### src/rtl/mips_mc_ctrl.sv
// Multi-cycle MIPS control unit: Moore FSM driving datapath enables and mux
// selects, with a req/ready memory handshake, an illegal-instruction trap and a retire counter.
module mips_mc_ctrl #(
  parameter int OPCODE_WIDTH   = 6,
  parameter int FUNCT_WIDTH    = 6,
  parameter int ALU_CTRL_WIDTH = 3,
  parameter int MEM_WAIT_EN    = 1,
  parameter int CNT_WIDTH      = 32
) (
  input  logic                      clk,
  input  logic                      rst,
  input  logic [OPCODE_WIDTH-1:0]   opcode,
  input  logic [FUNCT_WIDTH-1:0]    funct,
  input  logic                      alu_zero,
  input  logic                      mem_ready,
  output logic                      mem_req,
  output logic                      mem_we,
  output logic                      iord,
  output logic                      ir_en,
  output logic                      pc_en,
  output logic [1:0]                pc_src,
  output logic                      alu_src_a,
  output logic [1:0]                alu_src_b,
  output logic [ALU_CTRL_WIDTH-1:0] alu_ctrl,
  output logic                      reg_dst,
  output logic                      mem_to_reg,
  output logic                      rf_we,
  output logic                      illegal_instr,
  output logic [CNT_WIDTH-1:0]      instr_count,
  output logic [3:0]                state_o
);

  typedef enum logic [3:0] {
    S_FETCH    = 4'd0,
    S_DECODE   = 4'd1,
    S_MEMADR   = 4'd2,
    S_MEMREAD  = 4'd3,
    S_MEMWB    = 4'd4,
    S_MEMWRITE = 4'd5,
    S_EXECUTE  = 4'd6,
    S_ALUWB    = 4'd7,
    S_BRANCH   = 4'd8,
    S_ADDIEXEC = 4'd9,
    S_ADDIWB   = 4'd10,
    S_JUMP     = 4'd11,
    S_TRAP     = 4'd12
  } state_t;

  localparam logic [OPCODE_WIDTH-1:0] OP_RTYPE = OPCODE_WIDTH'(6'h00);
  localparam logic [OPCODE_WIDTH-1:0] OP_J     = OPCODE_WIDTH'(6'h02);
  localparam logic [OPCODE_WIDTH-1:0] OP_BEQ   = OPCODE_WIDTH'(6'h04);
  localparam logic [OPCODE_WIDTH-1:0] OP_ADDI  = OPCODE_WIDTH'(6'h08);
  localparam logic [OPCODE_WIDTH-1:0] OP_LW    = OPCODE_WIDTH'(6'h23);
  localparam logic [OPCODE_WIDTH-1:0] OP_SW    = OPCODE_WIDTH'(6'h2B);

  localparam logic [FUNCT_WIDTH-1:0] FN_ADD = FUNCT_WIDTH'(6'h20);
  localparam logic [FUNCT_WIDTH-1:0] FN_SUB = FUNCT_WIDTH'(6'h22);
  localparam logic [FUNCT_WIDTH-1:0] FN_AND = FUNCT_WIDTH'(6'h24);
  localparam logic [FUNCT_WIDTH-1:0] FN_OR  = FUNCT_WIDTH'(6'h25);
  localparam logic [FUNCT_WIDTH-1:0] FN_SLT = FUNCT_WIDTH'(6'h2A);

  localparam logic [ALU_CTRL_WIDTH-1:0] ALU_AND = ALU_CTRL_WIDTH'(3'b000);
  localparam logic [ALU_CTRL_WIDTH-1:0] ALU_OR  = ALU_CTRL_WIDTH'(3'b001);
  localparam logic [ALU_CTRL_WIDTH-1:0] ALU_ADD = ALU_CTRL_WIDTH'(3'b010);
  localparam logic [ALU_CTRL_WIDTH-1:0] ALU_SUB = ALU_CTRL_WIDTH'(3'b110);
  localparam logic [ALU_CTRL_WIDTH-1:0] ALU_SLT = ALU_CTRL_WIDTH'(3'b111);

  state_t                    state;
  state_t                    next_state;
  logic                      rdy;
  logic                      retire;
  logic                      legal_funct;
  logic [ALU_CTRL_WIDTH-1:0] funct_alu;

  // With waits disabled every memory access completes in its first cycle.
  assign rdy     = (MEM_WAIT_EN != 0) ? mem_ready : 1'b1;
  assign state_o = state;

  always_comb begin
    legal_funct = 1'b1;
    funct_alu   = ALU_ADD;
    case (funct)
      FN_ADD:  funct_alu = ALU_ADD;
      FN_SUB:  funct_alu = ALU_SUB;
      FN_AND:  funct_alu = ALU_AND;
      FN_OR:   funct_alu = ALU_OR;
      FN_SLT:  funct_alu = ALU_SLT;
      default: legal_funct = 1'b0;
    endcase
  end

  always_ff @(posedge clk) begin
    if (rst) begin
      state         <= S_FETCH;
      illegal_instr <= 1'b0;
      instr_count   <= '0;
    end else begin
      state <= next_state;
      if (retire) instr_count <= instr_count + 1'b1;
      if (next_state == S_TRAP) illegal_instr <= 1'b1;
    end
  end

  always_comb begin
    next_state = state;
    retire     = 1'b0;
    mem_req    = 1'b0;
    mem_we     = 1'b0;
    iord       = 1'b0;
    ir_en      = 1'b0;
    pc_en      = 1'b0;
    pc_src     = 2'b00;
    alu_src_a  = 1'b0;
    alu_src_b  = 2'b00;
    alu_ctrl   = '0;
    reg_dst    = 1'b0;
    mem_to_reg = 1'b0;
    rf_we      = 1'b0;
    case (state)
      S_FETCH: begin
        mem_req   = 1'b1;
        alu_src_b = 2'b01;
        alu_ctrl  = ALU_ADD;
        ir_en     = rdy;
        pc_en     = rdy;
        if (rdy) next_state = S_DECODE;
      end
      S_DECODE: begin
        // ALU forms PC + (imm<<2) here so BRANCH can take it from ALU_result.
        alu_src_b = 2'b11;
        alu_ctrl  = ALU_ADD;
        if (opcode == OP_LW || opcode == OP_SW)       next_state = S_MEMADR;
        else if (opcode == OP_RTYPE && legal_funct)   next_state = S_EXECUTE;
        else if (opcode == OP_BEQ)                    next_state = S_BRANCH;
        else if (opcode == OP_ADDI)                   next_state = S_ADDIEXEC;
        else if (opcode == OP_J)                      next_state = S_JUMP;
        else                                          next_state = S_TRAP;
      end
      S_MEMADR: begin
        alu_src_a  = 1'b1;
        alu_src_b  = 2'b10;
        alu_ctrl   = ALU_ADD;
        next_state = (opcode == OP_LW) ? S_MEMREAD : S_MEMWRITE;
      end
      S_MEMREAD: begin
        mem_req = 1'b1;
        iord    = 1'b1;
        if (rdy) next_state = S_MEMWB;
      end
      S_MEMWB: begin
        rf_we      = 1'b1;
        mem_to_reg = 1'b1;
        next_state = S_FETCH;
        retire     = 1'b1;
      end
      S_MEMWRITE: begin
        mem_req = 1'b1;
        mem_we  = 1'b1;
        iord    = 1'b1;
        if (rdy) begin
          next_state = S_FETCH;
          retire     = 1'b1;
        end
      end
      S_EXECUTE: begin
        alu_src_a  = 1'b1;
        alu_ctrl   = funct_alu;
        next_state = S_ALUWB;
      end
      S_ALUWB: begin
        rf_we      = 1'b1;
        reg_dst    = 1'b1;
        next_state = S_FETCH;
        retire     = 1'b1;
      end
      S_BRANCH: begin
        alu_src_a  = 1'b1;
        alu_ctrl   = ALU_SUB;
        pc_src     = 2'b01;
        pc_en      = alu_zero;
        next_state = S_FETCH;
        retire     = 1'b1;
      end
      S_ADDIEXEC: begin
        alu_src_a  = 1'b1;
        alu_src_b  = 2'b10;
        alu_ctrl   = ALU_ADD;
        next_state = S_ADDIWB;
      end
      S_ADDIWB: begin
        rf_we      = 1'b1;
        next_state = S_FETCH;
        retire     = 1'b1;
      end
      S_JUMP: begin
        pc_src     = 2'b10;
        pc_en      = 1'b1;
        next_state = S_FETCH;
        retire     = 1'b1;
      end
      S_TRAP:  next_state = S_TRAP;
      default: next_state = S_FETCH;
    endcase
  end

endmodule

### config.mk
export PLATFORM = sky130hd
export DESIGN_NAME = mips_mc_ctrl
export DESIGN_NICKNAME = d
export VERILOG_FILES = /design/src/rtl/mips_mc_ctrl.sv
export SDC_FILE = /design/constraint.sdc
export NUM_CORES = 1
export LEC_CHECK = 0
export ABC_AREA = 1
export CAP_MARGIN = 0
export CORE_MARGIN = 2
export CORE_UTILIZATION = 40
export DETAILED_ROUTE_END_ITERATION = 7
export GPL_TIMING_DRIVEN = 0
export PLACE_DENSITY = 0.75
export REMOVE_ABC_BUFFERS = 1
export SKIP_CTS_REPAIR_TIMING = 1
export SLEW_MARGIN = 20
export SYNTH_ARGS = -nofsm -noshare
export SYNTH_HDL_FRONTEND = slang
export SYNTH_SLANG_ARGS = --single-unit
### constraint.sdc
create_clock -name clk -period 1.6 [get_ports clk]
set_clock_uncertainty 0.15 [all_clocks]
set_input_delay 0.24 -clock clk [delete_from_list [all_inputs] [get_ports clk]]
set_output_delay 0.24 -clock clk [all_outputs]
set_load 0.005 [all_outputs]
==> flow_metrics.tcl, run 1 <==
set metrics [dict create \
    start_util_pct 41.2 \
    relSlewSlack_pct 67.0 \
    first_iter_violations 279 \
    grt.overflow.total 0 \
    crit_chain "buf_6, buf_6, nand2_8, nor2_4, nand2_1, o211ai_1, buf_2" \
    ff2ff_setup_slack_ps -260 \
    worstPathRequired_ps 1210 \
    grt_pass1_wl_um 12400 \
    critical_path_class "reg -> out" \
    htree_num_levels 2 \
    cts-root-buf "clkbuf_8" \
    drc 0 \
    maxCapViolations 0 \
    hold_violations 0 \
    seqCellArea_um2 873 \
    coreArea_um2 6760 \
    p_per_area_nw_per_um2 509 \
    fmax_mhz 534 \
    hpwl_um 5670 \
    wire_per_inst_um 16.0 \
    grt_max_degree 40 \
    yosys_warnings 0 \
    synth_cell_types 32 \
    syn2layout_area_growth_pct 68.1 \
    layout_commonest_cell "nand2_1" \
    antenna_left 0 \
    grt_antenna_before_repair 0 \
    synth_top_cell_area_share_pct 26.6 \
    die_x_um 87.5 \
    nFillCells 510 \
    synthDominantAreaCellType "dfxtp_1" \
    rows 30 \
    vias 3604 \
    viasPerCell 5.42 \
    cts_tree "yes" \
    synthFlopType "dfxtp_1" \
    grt_usage_pct 19.9 \
    cp-start-kind "register" \
    synth_cells 462 \
    ys_ff_latch 37 \
    final_cell_mix "nand2_1, nor2_1, clkdlybuf4s50_1, dfxtp_4, buf_4" \
    clock_latency_ps 290 \
    critPathSlowestCell "dfxtp_4" \
    endpoint_kind "output pin" \
    clockBufferDepth 2 \
    io_pins 69 \
    wl_um 10600 \
    grt_pass1_vias 2854 \
    cts_buffers 5 \
    total_power_mw 2.38 \
    postSynthAreaPerCell_um2 6.03 \
    syn_area_um2 2790 \
    layout-drive-gt1-share_pct 40.7 \
    synthArstFlopShare_pct 0 \
    p_leak_nw 2.07 \
    layout.nets 601 \
    status "complete, but fails checks" \
    place_congestion 0.894 \
    finalCritPeriodShare_pct 117 \
    min_period_ps 1870 \
    synth-edff-count 0 \
    tightestPinTransition_ps 494 \
    worstPathMaxFanout 4 \
    arrival_ps 1480 \
    rsz0062_at_grt "yes" \
    slowest_delay_ps 410 \
    clock_sinks 37 \
    synth_seq_area_share_pct 26.6 \
    drtPass1Iterations 6 \
    finalMaxSlewViolations 0 \
    multi_input_area_um2 2270 \
    synth_top_cells_by_area "dfxtp_1, nand2_1, nor2_1" \
    pre_cts_slack_ps -658 \
    fin_ws_ps -274 \
    setup_viol 50 \
    port_buffers 68 \
    min_path_type "in -> reg" \
    diodes 0 \
    violations "negative setup slack" \
    fp.dieH_um 87.5 \
    peakVddDrop_mv 0.482 \
    crit_path_frequent_cell "buf_6" \
    path_clk_slew_ps 70 \
    die_area_um2 7650 \
]
-- kinds of logic (layout without fill, tap and decap cells) --
kind of cell    Yosys count  count (layout)  share of synthesized area, %
fa+ha+maj                 1               1                         0.449
compound gates           52              52                          12.4
xor+xnor                  9               9                          2.83
simple gates            312             318                          48.9
buf+inv                  51             168                          8.85
flops                    37              37                          26.6
-- power by group --
group,total (mW),switching (mW),internal (mW)
Sequential,0.919,0.0319,0.887
Combinational,0.736,0.434,0.302
Clock,0.729,0.339,0.390
-- through the flow --
step	hold slack [ps]	util, %	instances	setup TNS (ps)	instance area (um^2)
CTS	223	53.4	610	-26720	3600
global route	253	69.3	665	-10780	4680
finish	239	69.3	665	-8020	4680
global placement	290	51.5	601	-29300	3480
detailed placement	294	51.9	602	-21640	3500
floorplan	152	-	453	-4410	2700
-- synth_stat cells (2+ instances only) --
library cell,count
nand4_1,2
clkbuf_1,3
buf_4,2
inv_2,5
nand2_1,164
dfxtp_1,37
a21oi_2,19
nor2_1,83
nand3b_1,16
nor2_4,3
nor2_2,2
inv_1,36
a21oi_1,21
xor2_1,8
buf_12,2
nand2_4,2
nand3_1,13
o21ai_0,7
nand2_2,24
-- flip-flops by register name, indices dropped and copies added (netlist names) --
| name | flops |
|---|---|
| illegal_instr | 1 |
| state_o | 4 |
| instr_count | 32 |
-- critical path, delay by kind of cell (launching register included) --
kind	cells	cell delay, ps
compound gates	1	100
buf+inv	3	370
flops	1	410
simple gates	3	320
-- routing by layer --
layer | wire length (um) | GRT usage, % | share of wire [%]
met4 | 278 | 5.45 | 2.6
met5 | 0 | 0 | 0
met1 | 4200 | 26.3 | 40
met3 | 833 | 2.84 | 7.8
met2 | 5310 | 33.8 | 50
-- worst paths after layout --
kind                                     from         endpoint  cells past startpoint
worst max-delay path               state_o[1]      alu_ctrl[1]                      7
worst min-delay path                      rst  instr_count[29]                      2
worst max register to register     state_o[3]   instr_count[5]                     10
worst min register to register  illegal_instr    illegal_instr                      2
-- layout make-up --
cell class                      count  share of cell area (%)
Timing Repair Buffer              115                    23.4
Inverter                           42                    4.30
Clock inverter                      1                   0.107
Sequential cell                    37                    18.6
Multi-Input combinational cell    380                    48.5
Clock buffer                        7                    2.06
Timing Repair inverter              3                   0.828
Tap cell                           80                    2.14
Power figures use the tool's default switching activity.
==> inputs of run 2 (changes only) <==
CTS_BUF_LIST = sky130_fd_sc_hd__clkbuf_2   (was unset)
SKIP_CTS_REPAIR_TIMING = unset   (was 1)
==> run 2 against run 1 <==
  * The flow still finishes with violations (negative setup slack)
  * Worst setup slack got worse by 140 ps
  * Register-to-register slack got worse by 150 ps
  * Combinational power rose by 5.7%
  * Power fell by 11%
  * Die area did not move
  * Clock-buffer cell count fell by 2
  * Critical path depth rose by 3
  * Highest routed layer unchanged
==> flow_metrics.tcl, run 2 (synthesis gave the netlist of run 1 again) <==
set metrics [dict create \
    status "complete, but fails checks" \
    violations "negative setup slack" \
    swShare_pct 37.8 \
    die_x_um 87.5 \
    grt_pass1_vias 3488 \
    start_util_pct 41.2 \
    largest_register "instr_count" \
    critical_path_class "reg -> reg" \
    p_per_area_nw_per_um2 454 \
    rows 30 \
    pre_cts_slack_ps -658 \
    coreArea_um2 6760 \
    seq_power_share_pct 43.4 \
    largest_reg_flops 32 \
    setup_viol 50 \
    final_cell_mix "nand2_1, nor2_1, buf_4, nand2_2, dlygate4sd2_1" \
    worstPathMaxFanout 6 \
    layout.nets 624 \
    place_congestion 0.894 \
    io_pins 69 \
    p_comb_share_pct 36.5 \
    wl_um 10900 \
    diodes 0 \
    cts-root-buf "clkbuf_2" \
    p_leak_nw 2.09 \
    clockBufferDepth 2 \
    hold_violations 0 \
    finalMaxSlewViolations 0 \
    intPower_mw 1.33 \
    cts_tree "yes" \
    drc 0 \
    viasPerCell 5.43 \
    cts-hold-fix-buffers 0 \
    hold_slack_ps 100 \
    grt.overflow.total 0 \
    switchingPower_mw 0.805 \
    grt_max_degree 18 \
    wire_per_inst_um 15.8 \
    endpoint_kind "register" \
    drtPass1Iterations 6 \
    min_period_ps 2010 \
    cp-start-kind "register" \
    fmax_mhz 497 \
    min_path_type "in -> reg" \
    layout-drive-gt1-share_pct 43.4 \
    path_clk_slew_ps 210 \
    layout_commonest_cell "nand2_1" \
    port_buffers 68 \
    maxCapViolations 0 \
    worstPathRequired_ps 1780 \
    hpwl_um 5670 \
    antenna_left 0 \
    tightestPinTransition_ps 503 \
    clock_latency_ps 420 \
    htree_num_levels 2 \
    finalCritPeriodShare_pct 126 \
    arrival_ps 2190 \
    syn2layout_area_growth_pct 68.6 \
    final_util_pct 69.5 \
    grt_usage_pct 27.5 \
    grt_antenna_before_repair 0 \
    grt_pass1_wl_um 16500 \
    clockPowerShare_pct 20.1 \
    clock_sinks 37 \
    first_iter_violations 350 \
    die_area_um2 7650 \
    total_power_mw 2.13 \
    rsz0062_at_grt "yes" \
    peakVddDrop_mv 0.376 \
    relSlewSlack_pct 66.5 \
    vias 3733 \
    cts_buffers 5 \
    fp.dieH_um 87.5 \
    finalSetupTns_ps -15130 \
    fin_ws_ps -412 \
]
[run 2: cell types whose count changed in the layout (fill, tap and decap cells not counted), moves of 4 or more]
cell | before | now
buf_6 | 10 | 17
buf_2 | 6 | 14
nor2_1 | 68 | 73
clkdlybuf4s50_1 | 41 | 14
clkbuf_8 | 7 | 0
dlygate4sd2_1 | 0 | 34
buf_4 | 34 | 49
nor2_2 | 8 | 4
nand2_4 | 21 | 6
nand2_2 | 28 | 46
dlymetal6s2s_1 | 12 | 0
nand2_1 | 140 | 134
[run 2: metal layers]
| metal | global-route usage, % | wire length (um) |
|---|---|---|
| met1 | 32.9 | 4270 |
| met2 | 48.1 | 5300 |
| met3 | 4.93 | 835 |
| met4 | 11.3 | 461 |
| met5 | 0 | 0 |
[run 2: what timing repair did]
| item | 4_1_cts | 5_1_grt |
|---|---|---|
| endpoints found under the setup margin | 87 | 55 |
| cloned | 8 | 0 |
| endpoints found under the hold margin | 0 | 0 |
| buffers inserted | 61 | 10 |
| pin swaps | 41 | 16 |
| resized for setup | 284 | 27 |
[run 2: cell type report]
| cell class | count | area (um^2) |
|---|---|---|
| flip-flops and latches | 37 | 870 |
| repair inverters | 3 | 48.8 |
| clock buffers | 5 | 25.0 |
| multi-input cells | 379 | 2210 |
| repair buffers | 139 | 1240 |
| inverters | 42 | 194 |
| fillers | 519 | 2060 |
| clock inverters | 3 | 12.5 |
| well taps | 80 | 100 |
[run 2: through the flow]
step / instance area (um^2) / std cells
floorplan: 2700 / 453
global placement: 3480 / 601
detailed placement: 3500 / 602
CTS: 4530 / 679
global route: 4700 / 688
finish: 4700 / 688
[run 2: power groups by stage]
stage          logic [mW]  clock network, mW  registers, mW
5_1_grt             0.818              0.475          0.928
3_5_place_dp        0.400                  0          0.982
4_1_cts             0.678              0.425          0.920
2_1_floorplan       0.193                  0          0.977
3_3_place_gp        0.384                  0          0.981
6_report            0.778              0.429          0.925
[run 2: worst paths after layout]
| check | start | end | slack (ps) | cells past startpoint |
|---|---|---|---|---|
| worst max register to register | state_o[1] | instr_count[3] | -410 | 10 |
| worst max-delay path | state_o[1] | instr_count[3] | -410 | 10 |
| worst min-delay path | rst | instr_count[20] | 100 | 2 |
| worst min register to register | illegal_instr | illegal_instr | 310 | 2 |
[run 2: worst max-delay path: stages, from the launching register on]
cell	delay (ps)
dfxtp_4	410
buf_4	140
nand2_4	100
buf_12	110
a21oi_4	50
nor2_4	130
buf_6	250
nand2_8	200
buf_12	190
a21oi_2	100
nor2_1	50
==> inputs of run 3 (changes only) <==
CAP_MARGIN = 20   (was 0)
==> results of run 3 <==
Same layout as run 2: the final DEF is identical, and so are final timing and power.
